File: config.mk
export PLATFORM = sky130hd
export DESIGN_NAME = uart_tx_port
export DESIGN_NICKNAME = d
export VERILOG_FILES = /design/src/rtl/uart_tx_port.sv
export SDC_FILE = /design/constraint.sdc
export NUM_CORES = 1
export LEC_CHECK = 0
export CAP_MARGIN = 20
export CORE_MARGIN = 5
export CORE_UTILIZATION = 40
export DETAILED_ROUTE_END_ITERATION = 12
export PLACE_DENSITY = 0.62
export SLEW_MARGIN = 5
export SYNTH_ARGS = -nofsm -noshare
export SYNTH_HDL_FRONTEND = slang
export SYNTH_SLANG_ARGS = --single-unit
File: constraint.sdc
create_clock -name clk -period 3.7 [get_ports clk]
set_input_delay 0.74 -clock clk [delete_from_list [all_inputs] [get_ports clk]]
set_output_delay 0.74 -clock clk [all_outputs]
set_load 0.005 [all_outputs]
File: src/rtl/uart_tx_port.sv
// Memory-mapped 8N1 UART transmitter: CPU stores fill a small TX FIFO that a
// registered serial shifter drains as back-to-back frames on tx.
module uart_tx_port #(
  parameter int              BITS         = 32,
  parameter logic [BITS-1:0] BASE         = 32'hF0000030,
  parameter logic [BITS-1:0] CTRL_BASE    = 32'hF0000130,
  parameter int              CLKS_PER_BIT = 217,
  parameter int              FIFO_AW      = 3
) (
  input  logic            clk,
  input  logic            reset,
  input  logic            we,
  input  logic            re,
  input  logic [BITS-1:0] memAddr,
  input  logic [BITS-1:0] dataBusIn,
  output logic [BITS-1:0] dataBusOut,
  output logic            tx
);

  localparam int                 DEPTH      = 1 << FIFO_AW;
  localparam int                 BAUD_W     = (CLKS_PER_BIT > 1) ? $clog2(CLKS_PER_BIT) : 1;
  localparam logic [BAUD_W-1:0]  BAUD_LAST  = BAUD_W'(CLKS_PER_BIT - 1);
  localparam logic [FIFO_AW:0]   FULL_COUNT = (FIFO_AW + 1)'(DEPTH);

  typedef enum logic [1:0] {IDLE, START, DATA, STOP} txState_e;

  logic [7:0]         fifoMem [DEPTH];
  logic [FIFO_AW-1:0] wrPtr, rdPtr;
  logic [FIFO_AW:0]   fifoCount;
  logic               overflow;
  logic               fifoFull, fifoEmpty, push, pop;
  logic               dataWrite, ctrlWrite, ctrlRead, busy;

  txState_e           state, nextState;
  logic [BAUD_W-1:0]  baudCnt, nextBaud;
  logic [2:0]         bitIdx, nextBitIdx;
  logic [7:0]         shiftReg, nextShift;
  logic               nextTx, bitEnd;
  logic [BITS-1:0]    status;
  logic               unusedBits;

  assign dataWrite = we && (memAddr == BASE);
  assign ctrlWrite = we && (memAddr == CTRL_BASE);
  assign ctrlRead  = re && !we && (memAddr == CTRL_BASE);
  assign fifoFull  = (fifoCount == FULL_COUNT);
  assign fifoEmpty = (fifoCount == '0);
  // A full FIFO refuses the store even if the shifter pops in the same cycle.
  assign push      = dataWrite && !fifoFull;
  assign busy      = (state != IDLE) || !fifoEmpty;
  assign bitEnd    = (baudCnt == BAUD_LAST);
  assign unusedBits = ^dataBusIn[BITS-1:8];

  // NOTE: storage has no reset; an entry is only read after push has counted it in.
  always_ff @(posedge clk) begin
    if (push) fifoMem[wrPtr] <= dataBusIn[7:0];
  end

  // NOTE: every register uses <= so all state updates see pre-edge values.
  always_ff @(posedge clk or negedge reset) begin
    if (!reset) begin
      wrPtr     <= '0;
      rdPtr     <= '0;
      fifoCount <= '0;
      overflow  <= 1'b0;
    end else begin
      if (push) wrPtr <= wrPtr + 1'b1;
      if (pop)  rdPtr <= rdPtr + 1'b1;
      case ({push, pop})
        2'b10:   fifoCount <= fifoCount + 1'b1;
        2'b01:   fifoCount <= fifoCount - 1'b1;
        default: ;
      endcase
      if (dataWrite && fifoFull)           overflow <= 1'b1;
      else if (ctrlWrite && !dataBusIn[2]) overflow <= 1'b0;
    end
  end

  always_ff @(posedge clk or negedge reset) begin
    if (!reset) begin
      state    <= IDLE;
      baudCnt  <= '0;
      bitIdx   <= '0;
      shiftReg <= '0;
      tx       <= 1'b1;
    end else begin
      state    <= nextState;
      baudCnt  <= nextBaud;
      bitIdx   <= nextBitIdx;
      shiftReg <= nextShift;
      tx       <= nextTx;
    end
  end

  // NOTE: defaults first so no path through the case leaves a signal unassigned.
  always_comb begin
    nextState  = state;
    nextBitIdx = bitIdx;
    pop        = 1'b0;
    nextBaud   = (state == IDLE || bitEnd) ? '0 : baudCnt + 1'b1;
    case (state)
      IDLE: begin
        if (!fifoEmpty) begin
          nextState = START;
          pop       = 1'b1;
        end
      end
      START: begin
        if (bitEnd) begin
          nextState  = DATA;
          nextBitIdx = '0;
        end
      end
      DATA: begin
        if (bitEnd) begin
          if (bitIdx == 3'd7) nextState  = STOP;
          else                nextBitIdx = bitIdx + 1'b1;
        end
      end
      STOP: begin
        if (bitEnd) begin
          if (!fifoEmpty) begin
            nextState = START;
            pop       = 1'b1;
          end else begin
            nextState = IDLE;
          end
        end
      end
      default: nextState = IDLE;
    endcase
  end

  // tx is registered from the next state so the start bit appears on the pop edge.
  always_comb begin
    nextShift = shiftReg;
    if (pop)                         nextShift = fifoMem[rdPtr];
    else if (state == DATA && bitEnd) nextShift = shiftReg >> 1;
    case (nextState)
      START:   nextTx = 1'b0;
      DATA:    nextTx = nextShift[0];
      default: nextTx = 1'b1;
    endcase
  end

  always_comb begin
    status                 = '0;
    status[8+FIFO_AW:8]    = fifoCount;
    status[2]              = overflow;
    status[1]              = busy;
    status[0]              = !fifoFull;
  end

  assign dataBusOut = ctrlRead ? status : '0;

endmodule
# After elaboration in Yosys (flattened, before gate mapping)
# Memory sizes are Yosys's and may differ from the RTL's.
# Index checks and enable logic that the tools add are counted.
[word_totals]
mem_bits_rw = 64
regBits = 33
word_cells = 78
memories = 1
[memory_table]
columns = ["memory", "words", "width", "rd", "rd_clocked_by_memory_dff", "write_ports", "line", "text"]
rows = [
  ["fifoMem", 8, 8, 1, 0, 1, "27", "logic [7:0] fifoMem [DEPTH];"],
]
[op_classes]
eq_ne = 15
n_addsub = 6
muxes = 24
n_reduce_logical = 22
[op_table]
columns = ["op", "count"]
rows = [
  ["32-bit == test (second input constant)", 2],
  ["8-bit 2-to-1 mux", 3],
  ["12-bit 2-to-1 mux", 1],
  ["2-bit 2-to-1 mux", 5],
  ["2-bit nonzero test", 5],
  ["3-bit by 1-bit adder with 3-bit output (second input constant)", 3],
  ["3-bit 2-to-1 mux", 3],
  ["8-bit by 1-bit adder with 8-bit output (second input constant)", 1],
  ["2-bit == test (second input constant)", 4],
  ["8-bit == test (second input constant)", 1],
  ["1-bit logical AND", 8],
  ["2-bit case mux with 4 select lines", 1],
  ["4-bit case mux with 2 select lines", 1],
  ["1-bit 2-to-1 mux", 7],
  ["2-bit by 1-bit == test with 1-bit output (second input constant)", 3],
  ["2-bit inequality test (second input constant)", 3],
  ["3-bit case mux with 2 select lines", 1],
  ["4-bit by 1-bit adder with 4-bit output (second input constant)", 1],
  ["4-bit == test (second input constant)", 1],
  ["1-bit zero test", 4],
  ["4-bit zero test", 1],
  ["1-bit case mux with 2 select lines", 2],
  ["4-bit AND reduction", 1],
  ["4-bit by 1-bit subtractor with 4-bit output (second input constant)", 1],
  ["other kinds (3)", 4],
]

# Logic depth before layout (Yosys ltp)
# Gate-level depths: netlist of the first run.
[logic_depth]
ltp_word = 6
depth_mapped = 15
depth_no_buf = 13

# Least setup slack after synthesis of the first run
# No wires, ideal clock.
[synth_path]
kind = "input to register"
start = "input port memAddr[19]"
end = "register fifoCount[2]"
setup_slack_ns = 0.797
arrival_ns = 2.771
cell_stages = 11
setup_ns = 0.132
cell_sequence = "nor4_1 > nand4_1 > nor3_1 > nand2_1 > ha_1 > xor2_1 > ha_1 > a21oi_1 > xor2_1 > nor2_1 > xor2_1"
[synth_via]
elab_chain_cells = 5
elab_cells_between_ends = 7
[synth_lines]
columns = ["item", "line", "text"]
rows = [
  ["start, declared", "14", "input logic [BITS-1:0] memAddr,"],
  ["32-bit == test *", "42", "assign dataWrite = we && (memAddr == BASE);"],
  ["1-bit logical AND *", "42", ""],
  ["1-bit logical AND *", "48", "assign push = dataWrite && !fifoFull;"],
  ["2-bit by 1-bit == test with 1-bit output / 2-bit == test (equally long branches)", "68", "case ({push, pop})"],
  ["4-bit case mux with 2 select lines / 2-bit nonzero test (equally long branches)", "n/a", ""],
  ["end signal, assigned", "69", "2'b10: fifoCount <= fifoCount + 1'b1;"],
  ["end signal, assigned", "70", "2'b01: fifoCount <= fifoCount - 1'b1;"],
  ["end, declared", "29", "logic [FIFO_AW:0] fifoCount;"],
]
# Mark *: on every way between the ends. The rest lies on a longest branch, timed or not.
# A chain may end at the register's enable or synchronous reset.

# Worst setup path after layout of the first run
[layout_path]
start = "input port memAddr[19]"
end = "output port dataBusOut[1]"
[layout_via]
elab_chain_cells = 3
[layout_lines]
columns = ["item", "line", "text"]
rows = [
  ["32-bit == test", "44", "assign ctrlRead = re && !we && (memAddr == CTRL_BASE);"],
  ["1-bit logical AND", "44", ""],
  ["12-bit 2-to-1 mux", "153", "assign dataBusOut = ctrlRead ? status : '0;"],
  ["end, declared", "16", "output logic [BITS-1:0] dataBusOut,"],
]
# Every way passes these cells.

==> reports/results.ini, run 1 <==
[status]
outcome = complete, no violations

[critical_path]
crit_path_start_kind = input pin
critPathRequiredTime_ps = 2960
crit_fanout = 7
crit_path_end_kind = primary output
crit_type = in2out
reg2reg_depth = 13
crit_chain = clkdlybuf4s50_1 > nor4_2 > nand4_1 > nor4_2 > buf_4 > a21boi_1 > clkdlybuf4s50_1
cp.arrival_ps = 2740
cp_slowest_cell = clkdlybuf4s50_1
cp_slowest_stage_delay_ps = 520

[synth]
synth_cell_types = 51
synthTopCellsByCount = edfxtp_1, dfrtp_1, buf_4
synth_edf_count = 64
ys_seq_area_frac = 0.598
synth_most_common_cell = edfxtp_1
ys.flop_type = edfxtp_1
synthTopCellsByArea = edfxtp_1, dfrtp_1, mux4_2
synth_seq_cells = 97
yosys_warnings = 0
async_reset_ff_frac = 0.340
syn-cell-area_mm2 = 0.00459
netlist_instances = 332
yosysTopAreaCellShare = 0.418
yosysTopAreaCell = edfxtp_1
avgSynthCellArea_um2 = 13.8

[global_routing]
grt.overflow.total = 0
grt_util_met2 = 0.229
grtUsageMet1 = 0.164
grt_pass1_wl_mm = 13.6
grt_max_degree = 34
grt-busiest-layer = met2
first_global_vias = 2677
grtUsageTotal = 0.132
antenna_found_initial = 0
use_met3 = 0.0360

[sta]
skew_ps = 7.87
hold_violations = 0
finalSetupTns_ps = 0
post-route-period-util = 0.940
setup_viol = 0
whs_ps = 489
slew_viol_final = 0
period_needed_ps = 3480
worstMarginPinSlew_ps = 842
relSlewSlack = 0.439
rsz0062_at_grt = false
max_freq_ghz = 0.288

[place]
place_congestion = 0.791
dpl_cell_area_mm2 = 0.00521
port_buffers = 51
hpwl_mm = 5.82

[power_and_ir_drop]
switching_share = 0.207
p_clk_frac = 0.405
power.density_mw_per_mm2 = 384
p_seq_frac = 0.553
irDropWorstVdd_mv = 0.308
finalPower_mw = 2.12
p_sw_mw = 0.437
power.internal_mw = 1.68
power.leakage_nw = 2.09
combPwrFrac = 0.042

[route]
via_per_inst = 5.00
drtIter0Drc = 101
wl_mm = 8.45
post-route-drc-count = 0
via_count = 2702
wire_per_inst_um = 15.7
final_antenna_net_count = 0
first_pass_iters = 4

[clock_tree]
clkLatencyLatePin_ps = 340
clkSinkCount = 97
cts.clk_slew.worst_paths_ps = 60
cts_max_level = 3
cts_tree = built
cts_buffer_depth = 2
cts_root_buffer = clkbuf_16
cts_buffers = 9

[cells_and_area]
fill_cells = 979
final_nets = 475
drive_gt1_frac = 0.136
diodes = 0
final_area_mm2 = 0.00551
area_growth_syn_to_layout_pct = 20.0

[flow_run]
cap_violations = 0

[floorplan]
die_y_um = 117
coreArea_mm2 = 0.0113
design.die.area_mm2 = 0.0137
die_x_um = 117
row_count = 39
start_util = 0.406
ios = 101

[min_path]
hold_path.class = reg2reg
worstHoldPathCells = 1

[cell families after synthesis]
family,after synthesis,share of synthesized area
AO/OA/AOI/OAI,37,0.0545
XOR/XNOR,15,0.0286
multiplexers,28,0.108
buffers and inverters,49,0.0654
AND/OR/NAND/NOR,91,0.106
flip-flops,97,0.598
other,1,0.000816
adder cells (fa/ha/maj),14,0.0381
[worst paths after layout]
| path | start | end | slack (ps) |
|---|---|---|---|
| worst max-delay path | memAddr[19] | dataBusOut[1] | 220 |
| worst min-delay path | baudCnt[0] | baudCnt[0] | 490 |
| worst max register to register | baudCnt[0] | fifoCount[2] | 930 |
| worst min register to register | baudCnt[0] | baudCnt[0] | 490 |
| max in group asynchronous | reset | tx | 2550 |
| min in group asynchronous | reset | fifoCount[3] | 800 |
[stage by stage]
| stage | instances | util | worst slack, ps |
|---|---|---|---|
| floorplan | 356 | - | 797 |
| global placement | 524 | 0.460 | 102 |
| detailed placement | 524 | 0.460 | 41.1 |
| CTS | 539 | 0.485 | 33.5 |
| global route | 540 | 0.487 | 43.1 |
| finish | 540 | 0.487 | 222 |
[power groups by stage]
stage / sequential [mW] / clock [mW] / combinational (mW)
final: 1.17 / 0.857 / 0.0885
after global placement: 1.19 / 0 / 0.0848
after global routing: 1.17 / 0.932 / 0.0993
after CTS: 1.17 / 0.888 / 0.0877
after detailed placement: 1.19 / 0 / 0.0873
after floorplan: 1.19 / 0 / 0.0424
[metal layers]
| metal | share of wire | wire, µm |
|---|---|---|
| met1 | 0.44 | 3720 |
| met2 | 0.51 | 4270 |
| met3 | 0.044 | 373 |
| met4 | 0.010 | 86 |
| met5 | 0 | 0 |
[state kept, by name, indices dropped and copies added (netlist names)]
register   cells
overflow       1
fifoMem       64
state          2
baudCnt        8
fifoCount      4
shiftReg       8
rdPtr          3
wrPtr          3
tx             1
bitIdx         3
[critical path, delay by kind of cell]
kind                   cells  cell delay, ps
AND/OR/NAND/NOR            3             730
buffers and inverters      3            1110
AO/OA/AOI/OAI              1             160
[layout by cell type (no fill, tap or decap), drive strengths merged, types with 9 or more instances in the layout]
| master | count |
|---|---|
| ha | 14 |
| mux4 | 16 |
| nand2 | 16 |
| edfxtp | 64 |
| dfrtp | 32 |
| buf | 14 |
| mux2i | 10 |
| clkdlybuf4s50 | 51 |
| nand3 | 9 |
| clkbuf | 9 |
| conb | 25 |
| a21oi | 9 |
| nor2 | 22 |
| inv | 12 |
[timing repair]
action / 4_1_cts / 5_1_grt
buffers inserted: 0 / 1
gates resized for setup: 0 / 4
endpoints found under the setup margin: 0 / 1
hold buffers: 0 / 0
[area by class of cell]
type                    count  area [µm²]  share of cell area
inverters                  10        37.5             0.00681
clock inverters             6        53.8             0.00976
well taps                 143         179              0.0325
clock buffers               9         225              0.0409
multi-input cells         210        1650               0.300
flip-flops and latches     97        2750               0.499
repair buffers             65         616               0.112
No activity file was read; power rests on OpenSTA's default activity.
==> run 2, diff against run 1 <==
--- a/config.mk
+++ b/config.mk
@@ -7,9 +7,11 @@
 export LEC_CHECK = 0
 export CAP_MARGIN = 20
 export CORE_MARGIN = 5
-export CORE_UTILIZATION = 40
+export CORE_UTILIZATION = 50
+export CTS_CLUSTER_DIAMETER = 50
 export DETAILED_ROUTE_END_ITERATION = 12
-export PLACE_DENSITY = 0.62
+export PLACE_DENSITY = 0.75
+export RECOVER_POWER = 100
 export SLEW_MARGIN = 5
 export SYNTH_ARGS = -nofsm -noshare
 export SYNTH_HDL_FRONTEND = slang
==> reports/results.ini, run 2 (synthesized netlist as in run 1, its figures left out) <==
[status]
outcome = finished, violations left  ; was complete, no violations
violations = max-capacitance violations, max-slew violations

[global_routing]
first_global_vias = 2732  ; was 2677
grtUsageTotal = 0.160  ; was 0.132
grt_pass1_wl_mm = 13.8  ; was 13.6 mm
grt_max_degree = 34  ; unchanged
antenna_found_initial = 0  ; unchanged
grt.overflow.total = 0  ; unchanged

[place]
pre_cts_ws_ps = 158  ; was 41.1 ps
port_buffers = 51  ; unchanged
dpl_cell_area_mm2 = 0.00517  ; was 0.00521 mm²
placed_cells = 493  ; was 524
hpwl_mm = 6.03  ; was 5.82 mm
place_congestion = 0.820  ; was 0.791

[floorplan]
coreArea_mm2 = 0.00911  ; was 0.0113 mm²
die_y_um = 106  ; was 117 µm
row_count = 35  ; was 39
design.die.area_mm2 = 0.0112  ; was 0.0137 mm²
ios = 101  ; unchanged
die_x_um = 106  ; was 117 µm
start_util = 0.504  ; was 0.406

[power_and_ir_drop]
finalPower_mw = 1.99  ; was 2.12 mW
power.leakage_nw = 2.02  ; was 2.09 nW
power.density_mw_per_mm2 = 372  ; was 384 mW/mm²
irDropWorstVdd_mv = 0.237  ; was 0.308 mV

[sta]
max_freq_ghz = 0.284  ; was 0.288 GHz
skew_ps = 12.2  ; was 7.87 ps
whs_ps = 486  ; was 489 ps
setup_ws_ps = 175  ; was 222 ps
period_needed_ps = 3520  ; was 3480 ps
setup_viol = 0  ; unchanged
relSlewSlack = -0.287  ; was 0.439
worstMarginPinSlew_ps = 1930  ; was 842 ps
rsz0062_at_grt = false  ; unchanged
finalSetupTns_ps = 0  ; unchanged
post-route-period-util = 0.953  ; was 0.940
slew_viol_final = 34  ; was 0
hold_violations = 0  ; unchanged

[route]
first_pass_iters = 4  ; unchanged
post-route-drc-count = 0  ; unchanged
wl_mm = 8.54  ; was 8.45 mm
drtIter0Drc = 148  ; was 101
final_antenna_net_count = 0  ; unchanged
wire_per_inst_um = 16.8  ; was 15.7 µm
via_per_inst = 5.35  ; was 5.00
via_count = 2723  ; was 2702

[cells_and_area]
fin_util = 0.588  ; was 0.487
diodes = 0  ; unchanged
area_growth_syn_to_layout_pct = 16.6  ; was 20.0%
regMostFlops = fifoMem  ; unchanged
reg.largest.list = fifoMem (64), baudCnt (8), shiftReg (8)  ; unchanged
final_nets = 475  ; unchanged
drive_gt1_frac = 0.103  ; was 0.136
mostFrequentLayoutCell = edfxtp_1  ; unchanged
final_cell_mix = edfxtp_1, clkdlybuf4s50_1, dfrtp_1  ; unchanged
final_area_mm2 = 0.00536  ; was 0.00551 mm²
finalNonFillerCells = 509  ; was 540
largest_reg_flops = 64  ; unchanged

[critical_path]
r2r-start = baudCnt[0]  ; unchanged
cp.arrival_ps = 2780  ; was 2740 ps
crit_path_end_kind = primary output  ; unchanged
rrSetupSlack_ps = 770  ; was 930 ps
critPathRequiredTime_ps = 2960  ; about the same
reg2reg_depth = 14  ; was 13
crit_type = in2out  ; unchanged
r2r-end = fifoCount[2]  ; unchanged
crit_path_start_kind = input pin  ; unchanged
crit_fanout = 7  ; unchanged

[clock_tree]
cts_buffers = 9  ; unchanged
cts_buffer_depth = 2  ; unchanged
cts_tree = built  ; unchanged
cts_root_buffer = clkbuf_8  ; was clkbuf_16
cts.clk_slew.worst_paths_ps = 100  ; was 60 ps
ctsHoldBuffers = 0  ; unchanged
cts_max_level = 3  ; unchanged
clkLatencyLatePin_ps = 360  ; was 340 ps
clkSinkCount = 97  ; unchanged

[min_path]
worstHoldPathCells = 1  ; unchanged
hold_path.class = reg2reg  ; unchanged
hold_end = baudCnt[0]  ; unchanged
min_from = baudCnt[0]  ; unchanged

[flow_run]
cap_violations = 1  ; was 0

run 2: cell count changes in the layout (fill, tap and decap cells not counted), moves of 9 or more:
cell / change
buf_4: -12
clkbuf_1: +12
clkbuf_16: -9
clkbuf_8: +9
clkdlybuf4s50_1: -13
dlygate4sd3_1: +13
run 2: power by group:
group          leakage [nW]  total (mW)  switching [mW]  internal (mW)
Sequential             1.03        1.17         0.00293           1.16
Combinational         0.885      0.0860          0.0376         0.0484
Clock                 0.111       0.740           0.405          0.335
run 2: area by class of cell:
type / instances / area (µm²)
Clock buffer: 9 / 124
Clock inverter: 7 / 95.1
Fill cell: 705 / 3750
Inverter: 10 / 37.5
Multi-Input combinational cell: 210 / 1640
Sequential cell: 97 / 2750
Tap cell: 111 / 139
Timing Repair Buffer: 65 / 571
run 2: worst max path at each step:
stage                     start            end  depth (start not counted)
floorplan           memAddr[19]   fifoCount[2]                         11
global placement    memAddr[14]  dataBusOut[1]                          7
detailed placement  memAddr[14]  dataBusOut[1]                          7
CTS                 memAddr[11]  dataBusOut[1]                          7
global route        memAddr[23]  dataBusOut[1]                          7
finish              memAddr[11]  dataBusOut[1]                          7
run 2: timing repair:
item                       CTS  global route
buffers inserted             0             0
gates resized for setup      0             1
hold endpoints to repair     0             0
setup endpoints to repair    0             6
run 2: worst max-delay path: stages:
cell and delay (ps):
clkdlybuf4s50_1 400, nor4_1 290, nand4_1 200, nor4_2 270, buf_4 170, a21boi_0 190, clkdlybuf4s50_1 530
run 2: routing by layer:
metal | routed length (µm) | vias to the layer above | global-route usage | part of all wire
li1 | - | 1302 | - | -
met1 | 3640 | 1354 | 0.202 | 0.43
met2 | 4480 | 57 | 0.282 | 0.53
met3 | 317 | 10 | 0.0355 | 0.037
met4 | 96 | 0 | 0.0370 | 0.011
met5 | 0 | - | 0 | 0
==> run 3, diff against run 2 <==
--- a/config.mk
+++ b/config.mk
@@ -5,12 +5,11 @@
 export SDC_FILE = /design/constraint.sdc
 export NUM_CORES = 1
 export LEC_CHECK = 0
-export CAP_MARGIN = 20
 export CORE_MARGIN = 5
-export CORE_UTILIZATION = 50
+export CORE_UTILIZATION = 51
 export CTS_CLUSTER_DIAMETER = 50
 export DETAILED_ROUTE_END_ITERATION = 12
-export PLACE_DENSITY = 0.75
+export PLACE_DENSITY = 0.76
 export RECOVER_POWER = 100
 export SLEW_MARGIN = 5
 export SYNTH_ARGS = -nofsm -noshare
==> reports/results.ini, run 3 (synthesized netlist as in run 1, its figures left out) <==
[sta]
hold_violations = 0  ; unchanged
setup_viol = 0  ; unchanged
relSlewSlack = 0.331  ; was -0.287
post-route-period-util = 0.984  ; was 0.953
period_needed_ps = 3640  ; was 3520 ps
max_freq_ghz = 0.275  ; was 0.284 GHz
worstMarginPinSlew_ps = 1000  ; was 1930 ps
slew_viol_final = 0  ; was 34
setup_ws_ps = 57.8  ; was 175 ps
whs_ps = 504  ; was 486 ps
finalSetupTns_ps = 0  ; unchanged
skew_ps = 18.6  ; was 12.2 ps

[min_path]
hold_path.class = reg2reg  ; unchanged
worstHoldPathCells = 1  ; unchanged

[floorplan]
start_util = 0.524  ; was 0.504
ios = 101  ; unchanged
die_y_um = 105  ; was 106 µm
design.die.area_mm2 = 0.0110  ; was 0.0112 mm²
coreArea_mm2 = 0.00876  ; was 0.00911 mm²
die_x_um = 105  ; was 106 µm
row_count = 34  ; was 35

[critical_path]
crit_chain = clkdlybuf4s50_1 > nor4_1 > nand4_1 > nor4_1 > buf_4 > a21boi_0 > clkdlybuf4s50_1  ; was clkdlybuf4s50_1 > nor4_1 > nand4_1 > nor4_2 > buf_4 > a21boi_0 > clkdlybuf4s50_1
crit_fanout = 7  ; unchanged
reg2reg_depth = 14  ; unchanged
critPathRequiredTime_ps = 2960  ; about the same
crit_path_end_kind = primary output  ; unchanged
rrSetupSlack_ps = 710  ; was 770 ps
crit_path_start_kind = input pin  ; unchanged
cp_slowest_cell = clkdlybuf4s50_1  ; unchanged
r2r-start = baudCnt[0]  ; unchanged
r2r-end = fifoCount[2]  ; unchanged
crit_type = in2out  ; unchanged
crit_start = memAddr[19]  ; was memAddr[11]
cp_slowest_stage_delay_ps = 530  ; about the same
cp.arrival_ps = 2900  ; was 2780 ps
crit_end = dataBusOut[1]  ; unchanged

[route]
post-route-drc-count = 0  ; unchanged
wire_per_inst_um = 16.5  ; was 16.8 µm
via_count = 2695  ; was 2723
first_pass_iters = 4  ; unchanged
wl_mm = 8.37  ; was 8.54 mm
final_antenna_net_count = 0  ; unchanged
drtIter0Drc = 134  ; was 148
via_per_inst = 5.32  ; was 5.35

[place]
hpwl_mm = 6.12  ; was 6.03 mm
place_congestion = 0.769  ; was 0.820
dpl_cell_area_mm2 = 0.00516  ; was 0.00517 mm²
placed_cells = 489  ; was 493
pre_cts_ws_ps = 72.9  ; was 158 ps
port_buffers = 51  ; unchanged

[clock_tree]
clkLatencyLatePin_ps = 360  ; about the same
clkSinkCount = 97  ; unchanged
cts_max_level = 3  ; unchanged
cts_root_buffer = clkbuf_8  ; unchanged
cts_buffer_depth = 2  ; unchanged
cts_buffers = 9  ; unchanged
cts_tree = built  ; unchanged
cts.clk_slew.worst_paths_ps = 100  ; about the same
ctsHoldBuffers = 0  ; unchanged

[power_and_ir_drop]
finalPower_mw = 1.95  ; was 1.99 mW
power.leakage_nw = 2.06  ; was 2.02 nW
power.density_mw_per_mm2 = 360  ; was 372 mW/mm²
irDropWorstVdd_mv = 0.520  ; was 0.237 mV

[cells_and_area]
final_nets = 476  ; was 475
regMostFlops = fifoMem  ; unchanged
final_cell_mix = edfxtp_1, clkdlybuf4s50_1, dfrtp_1  ; unchanged
largest_reg_flops = 64  ; unchanged
reg.largest.list = fifoMem (64), baudCnt (8), shiftReg (8)  ; unchanged
final_area_mm2 = 0.00540  ; was 0.00536 mm²
diodes = 0  ; unchanged
finalNonFillerCells = 507  ; was 509
area_growth_syn_to_layout_pct = 17.6  ; was 16.6%
mostFrequentLayoutCell = edfxtp_1  ; unchanged
fin_util = 0.616  ; was 0.588
drive_gt1_frac = 0.135  ; was 0.103

[global_routing]
grt_max_degree = 22  ; was 34
grt.overflow.total = 0  ; unchanged
first_global_vias = 2742  ; was 2732
grtUsageTotal = 0.155  ; was 0.160
grt_pass1_wl_mm = 13.6  ; was 13.8 mm
antenna_found_initial = 0  ; unchanged

[status]
outcome = complete, no violations  ; was finished, violations left

[flow_run]
cap_violations = 0  ; was 1

==> run 3: cell count changes in the layout (fill, tap and decap cells not counted) <==
cell             previous run  this run
nor4b_1                     2         1
inv_6                       3         2
dlygate4sd3_1              13        10
clkdlybuf4s50_1            38        41
buf_4                       2        14
nor4b_2                     0         1
bufinv_16                   1         0
clkinv_8                    1         3
clkbuf_1                   12         1
==> run 3: report_power, final <==
part / internal, mW / total [mW] / switching (mW)
sequential: 1.16 / 1.17 / 0.00331
clock: 0.276 / 0.690 / 0.415
combinational: 0.0489 / 0.0870 / 0.0381
==> run 3: repair_timing <==
| item | in CTS | in global routing |
|---|---|---|
| endpoints found under the setup margin | 0 | 1 |
| buffers inserted | 0 | 2 |
| resized for setup | 0 | 2 |
| endpoints found under the hold margin | 0 | 0 |
==> run 3: worst min-delay path by stage <==
stage / from / end / slack (ps)
finish: baudCnt[0] / baudCnt[0] / 500
global route: baudCnt[0] / baudCnt[0] / 540
CTS: baudCnt[0] / baudCnt[0] / 510
floorplan: reset / baudCnt[0] / 440
global placement: baudCnt[0] / baudCnt[0] / 480
detailed placement: baudCnt[0] / baudCnt[0] / 500
==> run 3: critical path: cells and delay by family <==
family | cells | cell delay (ps)
buffers and inverters | 3 | 1130
AOI/OAI and AO/OA | 1 | 190
and+or+nand+nor | 3 | 860
==> run 3: routing by layer <==
| metal | vias up | share of wire | track usage |
|---|---|---|---|
| li1 | 1304 | - | - |
| met1 | 1332 | 0.42 | 0.192 |
| met2 | 51 | 0.54 | 0.276 |
| met3 | 8 | 0.031 | 0.0277 |
| met4 | 0 | 0.012 | 0.0493 |
| met5 | - | 0 | 0 |
==> run 3: area by class of cell <==
cell class	count	area, µm²
Tap cell	108	135
Inverter	10	37.5
Sequential cell	97	2750
Clock buffer	9	124
Fill cell	669	3360
Clock inverter	7	88.8
Timing Repair Buffer	66	619
Multi-Input combinational cell	210	1650
